### src/rtl/mmio_pkg.sv
// Shared address map defaults and register-select decode for the MMIO button block.
package mmio_pkg;
  localparam logic [31:0] DEF_IN_ADDR         = 32'd1000;
  localparam logic [31:0] DEF_OUT_ADDR        = 32'd2000;
  localparam int          DEF_DEBOUNCE_CYCLES = 4;

  localparam logic [31:0] OFS_LEVEL  = 32'd0;
  localparam logic [31:0] OFS_EDGE   = 32'd1;
  localparam logic [31:0] OFS_OUTPUT = 32'd0;
  localparam logic [31:0] OFS_MASK   = 32'd1;

  typedef enum logic [2:0] {
    SEL_RAM,
    SEL_LEVEL,
    SEL_EDGE,
    SEL_OUTPUT,
    SEL_MASK
  } reg_sel_e;

  function automatic reg_sel_e decode_addr(input logic [31:0] addr,
                                           input logic [31:0] in_base,
                                           input logic [31:0] out_base);
    reg_sel_e sel;
    sel = SEL_RAM;
    if (addr == in_base + OFS_LEVEL)        sel = SEL_LEVEL;
    else if (addr == in_base + OFS_EDGE)    sel = SEL_EDGE;
    else if (addr == out_base + OFS_OUTPUT) sel = SEL_OUTPUT;
    else if (addr == out_base + OFS_MASK)   sel = SEL_MASK;
    return sel;
  endfunction
endpackage

### src/rtl/mmio_debounce.sv
// One button channel: 2-flop synchronizer, stable-count debouncer and rising-edge pulse.
module mmio_debounce import mmio_pkg::*; #(
  parameter int DEBOUNCE_CYCLES = DEF_DEBOUNCE_CYCLES
) (
  input  logic i_clock,
  input  logic i_reset_n,
  input  logic i_pin,
  output logic o_stable,
  output logic o_rise
);
  localparam int              CW       = (DEBOUNCE_CYCLES > 1) ? $clog2(DEBOUNCE_CYCLES) : 1;
  localparam logic [CW-1:0]   CNT_LAST = CW'(DEBOUNCE_CYCLES - 1);

  logic          r_sync1;
  logic          r_sync2;
  logic          r_stable;
  logic [CW-1:0] r_cnt;
  logic          w_flip;

  // The flip and the rise pulse land on the same edge, so the sticky bit sets with stable.
  assign w_flip   = (r_sync2 != r_stable) && (r_cnt == CNT_LAST);
  assign o_rise   = w_flip && !r_stable;
  assign o_stable = r_stable;

  always_ff @(posedge i_clock) begin
    if (!i_reset_n) begin
      r_sync1  <= 1'b0;
      r_sync2  <= 1'b0;
      r_stable <= 1'b0;
      r_cnt    <= '0;
    end else begin
      r_sync1 <= i_pin;
      r_sync2 <= r_sync1;
      if (r_sync2 == r_stable) begin
        r_cnt <= '0;
      end else if (w_flip) begin
        r_stable <= r_sync2;
        r_cnt    <= '0;
      end else begin
        r_cnt <= r_cnt + 1'b1;
      end
    end
  end
endmodule

### src/rtl/mmio_button_ctrl.sv
// Memory-mapped button inputs (level + sticky edge, clear-on-read) and output/IRQ-mask registers
// sitting in front of the data RAM.
module mmio_button_ctrl import mmio_pkg::*; #(
  parameter int          NUM_IN          = 4,
  parameter int          NUM_OUT         = 8,
  parameter logic [31:0] IN_ADDR         = DEF_IN_ADDR,
  parameter logic [31:0] OUT_ADDR        = DEF_OUT_ADDR,
  parameter int          DEBOUNCE_CYCLES = DEF_DEBOUNCE_CYCLES
) (
  input  logic               clock,
  input  logic               reset,
  input  logic [31:0]        address_dmem,
  input  logic               wren,
  input  logic [31:0]        data,
  output logic [31:0]        q_dmem,
  input  logic [31:0]        q_ram,
  output logic               ram_wren,
  input  logic [NUM_IN-1:0]  buttons,
  output logic [NUM_OUT-1:0] outputs,
  output logic               irq
);
  if (NUM_IN < 1 || NUM_IN > 32) begin : g_err_num_in
    $error("mmio_button_ctrl: NUM_IN must be 1..32");
  end
  if (NUM_OUT < 1 || NUM_OUT > 32) begin : g_err_num_out
    $error("mmio_button_ctrl: NUM_OUT must be 1..32");
  end
  if (DEBOUNCE_CYCLES < 1) begin : g_err_debounce
    $error("mmio_button_ctrl: DEBOUNCE_CYCLES must be >= 1");
  end
  // 33-bit compare so the +1 cannot wrap and hide an overlap.
  if (({1'b0, IN_ADDR} + 33'd1 >= {1'b0, OUT_ADDR}) &&
      ({1'b0, OUT_ADDR} + 33'd1 >= {1'b0, IN_ADDR})) begin : g_err_overlap
    $error("mmio_button_ctrl: IN_ADDR and OUT_ADDR register pairs overlap");
  end

  logic [NUM_IN-1:0]  w_stable;
  logic [NUM_IN-1:0]  w_rise;
  logic [NUM_IN-1:0]  r_edge;
  logic [NUM_IN-1:0]  r_mask;
  logic [NUM_OUT-1:0] r_outputs;
  logic               r_irq;
  reg_sel_e           w_sel;
  logic               w_hit;
  logic               w_edge_clr;
  logic               w_unused_data;

  for (genvar g = 0; g < NUM_IN; g++) begin : g_btn
    mmio_debounce #(.DEBOUNCE_CYCLES(DEBOUNCE_CYCLES)) u_db (
      .i_clock  (clock),
      .i_reset_n(reset),
      .i_pin    (buttons[g]),
      .o_stable (w_stable[g]),
      .o_rise   (w_rise[g])
    );
  end

  assign w_sel         = decode_addr(address_dmem, IN_ADDR, OUT_ADDR);
  assign w_hit         = (w_sel != SEL_RAM);
  assign ram_wren      = wren & ~w_hit;
  assign w_edge_clr    = (w_sel == SEL_EDGE) && !wren;
  assign outputs       = r_outputs;
  assign irq           = r_irq;
  assign w_unused_data = &{1'b0, data};

  always_comb begin
    q_dmem = q_ram;
    case (w_sel)
      SEL_LEVEL:  q_dmem = 32'(w_stable);
      SEL_EDGE:   q_dmem = 32'(r_edge);
      SEL_OUTPUT: q_dmem = 32'(r_outputs);
      SEL_MASK:   q_dmem = 32'(r_mask);
      default:    q_dmem = q_ram;
    endcase
  end

  always_ff @(posedge clock) begin
    if (!reset) begin
      r_edge    <= '0;
      r_mask    <= '0;
      r_outputs <= '0;
      r_irq     <= 1'b0;
    end else begin
      // A rise on the read-clear edge survives the clear.
      r_edge <= (w_edge_clr ? '0 : r_edge) | w_rise;
      if (wren && w_sel == SEL_OUTPUT) r_outputs <= data[NUM_OUT-1:0];
      if (wren && w_sel == SEL_MASK)   r_mask    <= data[NUM_IN-1:0];
      r_irq <= |(r_edge & r_mask);
    end
  end
endmodule

### config.mk
export PLATFORM = sky130hd
export DESIGN_NAME = mmio_button_ctrl
export DESIGN_NICKNAME = d
export VERILOG_FILES = /design/src/rtl/mmio_pkg.sv /design/src/rtl/mmio_debounce.sv /design/src/rtl/mmio_button_ctrl.sv
export SDC_FILE = /design/constraint.sdc
export NUM_CORES = 1
export LEC_CHECK = 0
export ABC_AREA = 1
export CORE_MARGIN = 1
export CORE_UTILIZATION = 25
export CTS_CLUSTER_DIAMETER = 150
export CTS_CLUSTER_SIZE = 12
export DETAILED_ROUTE_END_ITERATION = 8
export PLACE_DENSITY = 0.57
export SLEW_MARGIN = 25
export SYNTH_ARGS = -nofsm -noshare
export SYNTH_HDL_FRONTEND = slang
export SYNTH_SLANG_ARGS = --single-unit
### constraint.sdc
create_clock -name clock -period 3 [get_ports clock]
set_input_delay 0.6 -clock clock [delete_from_list [all_inputs] [get_ports clock]]
set_output_delay 0.6 -clock clock [all_outputs]
set_load 0.05 [all_outputs]
==> results of run 1 <==
[cells by family (layout without fill, tap and decap cells)]
group	Yosys count	after routing	share of synthesized area [%]
flip-flops	37	37	32.2
AND/OR/NAND/NOR	221	221	49.8
adder cells (fa/ha/maj)	4	4	2.18
AO/OA/AOI/OAI	14	14	4.35
buffers and inverters	60	195	11.5
[where the power goes]
| group | switching [W] | internal (W) | total [W] |
|---|---|---|---|
| Combinational | 0.000163 | 0.000168 | 0.000331 |
| Clock | 0.000173 | 0.000270 | 0.000443 |
| Sequential | 0.00000272 | 0.000498 | 0.000500 |
[path summary, 6_finish.rpt]
check             cells past startpoint                endpoint                    from  slack, ns
setup / recovery                     11              q_dmem[17]         address_dmem[2]       0.14
hold / removal                        2   g_btn[0].u_db.r_sync2   g_btn[0].u_db.r_sync1       0.41
setup reg to reg                      4  g_btn[1].u_db.r_cnt[0]  g_btn[1].u_db.r_cnt[0]       1.92
hold reg to reg                       2   g_btn[0].u_db.r_sync2   g_btn[0].u_db.r_sync1       0.41
[registers in the layout, indices dropped and copies added, names as in the netlist]
name                 flops
g_btn.u_db.r_cnt         8
outputs                  8
g_btn.u_db.o_stable      4
g_btn.u_db.r_sync1       4
g_btn.u_db.r_sync2       4
r_edge                   4
r_mask                   4
irq                      1
[final cells by class]
type                    instances  share of cell area [%]
clock inverters                 2                   0.966
well taps                     108                    3.48
clock buffers                   6                    2.13
inverters                      52                    5.03
multi-input cells             239                    33.6
repair buffers                135                    35.7
flip-flops and latches         37                    19.1
[cell usage in the layout, fill, tap and decap left out]
cell             count
nand4_1              1
nand2_4              1
nand3_1             29
o22ai_1              4
o21ai_4              1
clkinv_1             1
o21ai_0              4
clkdlybuf4s50_1     86
ha_1                 4
buf_6                1
nand3_2              1
buf_4               35
inv_2                3
a41oi_1              1
nor2_2              11
nor3_4               1
a211oi_1             4
buf_12              12
nand2_8              1
clkbuf_8             6
inv_1               48
clkinvlp_4           1
nor2_4              23
dlymetal6s2s_1       1
dfxtp_1             37
bufinv_16            1
nor2_8               1
nor3_1               2
nand2_2              4
nand3b_1             4
nor2_1              60
nand2_1             82
[tightest hold or removal path, cell delays in order, from the launching register on]
cell     delay, ns
dfxtp_1       0.31
nand2_1       0.04
inv_1         0.04
[what timing repair did]
action                                  CTS  global route
pin swaps                                 1             1
cloned                                    0             0
endpoints found under the setup margin   18             5
resized for setup                         0             5
setup buffers                             1             0
[through the flow]
step           instance area (um2)  cells  util [%]  setup WS, ns
3_5_place_dp                  3740    570      42.5       -0.0310
4_1_cts                       3870    579      43.9         0.121
6_report                      3880    579      44.1         0.138
5_1_grt                       3880    579      44.1        0.0104
2_1_floorplan                 2300    336         -         0.417
3_3_place_gp                  3740    570      42.5       -0.0313
[layer usage]
layer  part of all wire (%)  global-route usage [%]  up-vias
met3                    8.4                    2.79        6
met4                    1.2                    4.20        0
li1                       -                       -     1285
met1                     44                    17.0     1039
met5                      0                       0        -
met2                     46                    23.2       87
==> impl_metrics.ini, run 1 <==
[outcome]
outcome = finished with violations
violations = DRC

[sta]
slew_headroom_pct = 64.9
setup_tns_ns = 0
max_clock_freq_ghz = 0.349
fin_worst_skew_ns = 0.00880
tightest_slew_ns = 0.524
rsz0062_at_grt = no
hold_slack_ns = 0.413
fin_crit_sh_pct = 95.4
setup_viol = 0
hold_viol_final = 0
drv_slew = 0
fin_crit_ns = 2.86

[drt]
via_count = 2417
drc = 15
viasPerCell = 4.17
drt-total-wl_mm = 6.37
drtIter0Drc = 92
wl_per_cell_um = 11.0
ant_nets = 0
first_pass_iters = 7

[worst_setup_path]
cp_top_family = buffers and inverters
path_class = input pin to output pin
crit_fanout = 11
timing.critical_path.buf_inv = 4
critical_path.max_stage_delay_ns = 0.53
crit_required_ns = 2.40
cp_cell_sequence = clkdlybuf4s50_1, inv_1, nand2_1, nor2_1, nand2_1, nor2_2, o21ai_4, nand2_8, buf_12, nor2_1, buf_4
critPathLaunchType = input pin
cp_slowest_cell = clkdlybuf4s50_1
worstSetupEndpointType = output pin
arrival_ns = 2.26

[yosys]
syn-cell-area_mm2 = 0.00230
synth_top_area_share_pct = 32.2
syn_area_per_cell_um2 = 6.85
synthMostInstantiatedCell = nand2_1
seq_area_frac_synth_pct = 32.2
synth.ff_latch_count = 37
synth_edf_count = 0
synthArstFlopShare_pct = 0
synth_ff_type = dfxtp_1
ys_warn_count = 0
ys_top_cells_by_count = nand2_1 (82), nor2_1 (62), inv_1 (48), dfxtp_1 (37), nand3_1 (29)
yosys-top-cells-area = dfxtp_1 (32%), nand2_1 (13%), nor2_4 (11%)
yosysTopAreaCell = dfxtp_1
syn_inst = 336
synth_cell_type_count = 28
syn-num-nets = 443

[global_routing]
grt_max_degree = 29
grt_pass1_vias = 2283
antenna_found_initial = 0
grt_usage_pct = 13.6
grt_overflow = 0
grt_pass1_wl_mm = 10.6

[power_and_ir_drop]
peakVddDrop_mv = 0.353
powerDensity_mw_per_mm2 = 328
p_total_w = 0.00127
p_leak_nw = 1.83

[cts]
cts.path.max_buffers = 2
root_buffer = clkbuf_8
cts.sinks = 37
clk_pin_slew_worst_paths_ns = 0.06
cts_tree = built
htreeDepth = 2
cts_buffers = 5
clk_latency_ns = 0.29
postCtsHoldBufs = 0

[final_layout]
nFillCells = 901
nets = 577
synthToLayoutAreaGrowth_pct = 68.8
final_layout_size_suffix_gt1_share_pct = 21.9
regArea_um2 = 741
multi_input_area_mm2 = 0.00131
diodes = 0

[floorplanning]
die_area_mm2 = 0.00959
core-area_mm2 = 0.00881
start_util_pct = 26.1
ioPinCount = 145
fp.dieH_um = 97.9
die_w_um = 97.9
num_rows = 34

[place]
hpwl_mm = 5.17
numPortBuffers = 120
gp_routability_congestion = 0.785

[job]
maxCapViolations = 0

[hold_path]
hold_path_class = flip-flop to flip-flop
(Power assumes the default switching activity.)
==> inputs of run 2 (changes only) <==
--- a/config.mk
+++ b/config.mk
@@ -7,11 +7,12 @@
 export LEC_CHECK = 0
 export ABC_AREA = 1
 export CORE_MARGIN = 1
-export CORE_UTILIZATION = 25
+export CORE_UTILIZATION = 40
 export CTS_CLUSTER_DIAMETER = 150
 export CTS_CLUSTER_SIZE = 12
 export DETAILED_ROUTE_END_ITERATION = 8
-export PLACE_DENSITY = 0.57
+export GPL_TIMING_DRIVEN = 1
+export PLACE_DENSITY = 0.86
 export SLEW_MARGIN = 25
 export SYNTH_ARGS = -nofsm -noshare
 export SYNTH_HDL_FRONTEND = slang
==> run 2 against run 1 <==
- the flow now finishes without violations
- worst hold slack improved by 0.0027 ns
- register-to-register slack got worse by 0.03 ns
- routed wire length grew 14%
- design area increased by 6.2%
- critical path type unchanged
- critical endpoint is now q_dmem[3]
==> impl_metrics.ini, run 2 (synthesis gave the netlist of run 1 again) <==
[worst_setup_path]
cp_slowest_cell = clkdlybuf4s50_1
arrival_ns = 2.33
crit_required_ns = 2.40
critical_path.max_stage_delay_ns = 0.46
crit_fanout = 8
worstSetupEndpointType = output pin
cp_cell_sequence = clkdlybuf4s50_1, inv_1, nor2_2, nand2_2, nor2_4, nand2_4, nor2_4, nor2_4, buf_4, nand3_1, nand2_1, buf_12
worst_path_most_repeated_cell = nor2_4
path_class = input pin to output pin
critPathLaunchType = input pin

[global_routing]
grt_usage_pct = 23.8
grt_pass1_vias = 2515
grt_max_degree = 29
grt_pass1_wl_mm = 11.3
grt_overflow = 0
antenna_found_initial = 0

[sta]
tightest_slew_ns = 0.518
max_clock_freq_ghz = 0.341
hold_viol_final = 0
fin_crit_ns = 2.93
setup_viol = 0
fin_ws_ns = 0.0701
slew_headroom_pct = 65.4
drv_slew = 0
fin_worst_skew_ns = 0.00681
setup_tns_ns = 0
fin_crit_sh_pct = 97.7

[drt]
wl_per_cell_um = 13.3
drtIter0Drc = 84
drt-total-wl_mm = 7.24
first_pass_iters = 4
ant_nets = 0
drc = 0
via_count = 2618
viasPerCell = 4.80

[place]
hpwl_mm = 5.53
numPortBuffers = 120
pre_cts_slack_ns = -0.0446
place_area_mm2 = 0.00392
gp_routability_congestion = 0.836

[cts]
cts.path.max_buffers = 2
clk_latency_ns = 0.29
root_buffer = clkbuf_8
cts.sinks = 37
htreeDepth = 2
cts_buffers = 5
postCtsHoldBufs = 0
clk_pin_slew_worst_paths_ns = 0.07
cts_tree = built

[final_layout]
synthToLayoutAreaGrowth_pct = 79.2
fin_util_pct = 74.4
final_layout_size_suffix_gt1_share_pct = 23.0
diodes = 0
regArea_um2 = 741
final_common_cell = clkdlybuf4s50_1
fin_area_mm2 = 0.00412
nets = 580
multi_input_area_mm2 = 0.00132
layout_common_cells = clkdlybuf4s50_1 (87), nand2_1 (78), nor2_1 (60)
nFillCells = 379

[floorplanning]
ioPinCount = 145
num_rows = 27
fp.dieH_um = 77.8
start_util_pct = 41.5
die_w_um = 77.8
core-area_mm2 = 0.00554
die_area_mm2 = 0.00606

[power_and_ir_drop]
peakVddDrop_mv = 0.505
p_total_w = 0.00129
p_leak_nw = 1.95
powerDensity_mw_per_mm2 = 314

[job]
maxCapViolations = 0

[outcome]
outcome = complete, no violations

[hold_path]
hold_path_class = flip-flop to flip-flop
-- run 2: layer usage --
layer  global-route usage, %  up-vias  wire (um)
li1                        -     1298          -
met1                    25.6     1170       2710
met2                    43.9      132       3750
met3                    4.71       18        595
met4                    11.5        0        190
met5                       0        -          0
-- run 2: layout make-up --
type / count / area share (%)
clock buffers: 5 / 1.67
clock inverters: 2 / 0.850
multi-input cells: 239 / 32.0
well taps: 72 / 2.18
inverters: 52 / 4.73
flip-flops and latches: 37 / 18.0
repair buffers: 138 / 40.6
-- run 2: what timing repair did --
item                       CTS  global route
buffers inserted             1             6
resized for setup            0            10
setup endpoints to repair    4            24
pin swaps                    1             5
-- run 2: critical path: cells and delay by family --
kind                   cells  cell delay (ns)
buffers and inverters      4             0.85
AND/OR/NAND/NOR            8             0.88
-- run 2: per-stage QoR --
stage | hold slack, ns | instances
global placement | 0.393 | 531
floorplan | 0.390 | 336
detailed placement | 0.403 | 531
global route | 0.433 | 545
finish | 0.416 | 545
CTS | 0.419 | 539
-- run 2: power breakdown --
part | switching [W] | internal [W] | leakage [nW]
registers | 0.00000321 | 0.000498 | 0.300
clock network | 0.000172 | 0.000241 | 0.0540
logic | 0.000175 | 0.000205 | 1.60
total | 0.000351 | 0.000944 | 1.95
-- run 2: final timing paths --
path | slack [ns] | to | from | cells after the start
worst max-delay path | 0.07 | q_dmem[3] | address_dmem[10] | 12
worst max register to register | 1.89 | g_btn[3].u_db.r_cnt[1] | g_btn[3].u_db.r_cnt[0] | 4
worst min register to register | 0.42 | g_btn[2].u_db.r_sync2 | g_btn[2].u_db.r_sync1 | 2
worst min-delay path | 0.42 | g_btn[2].u_db.r_sync2 | g_btn[2].u_db.r_sync1 | 2
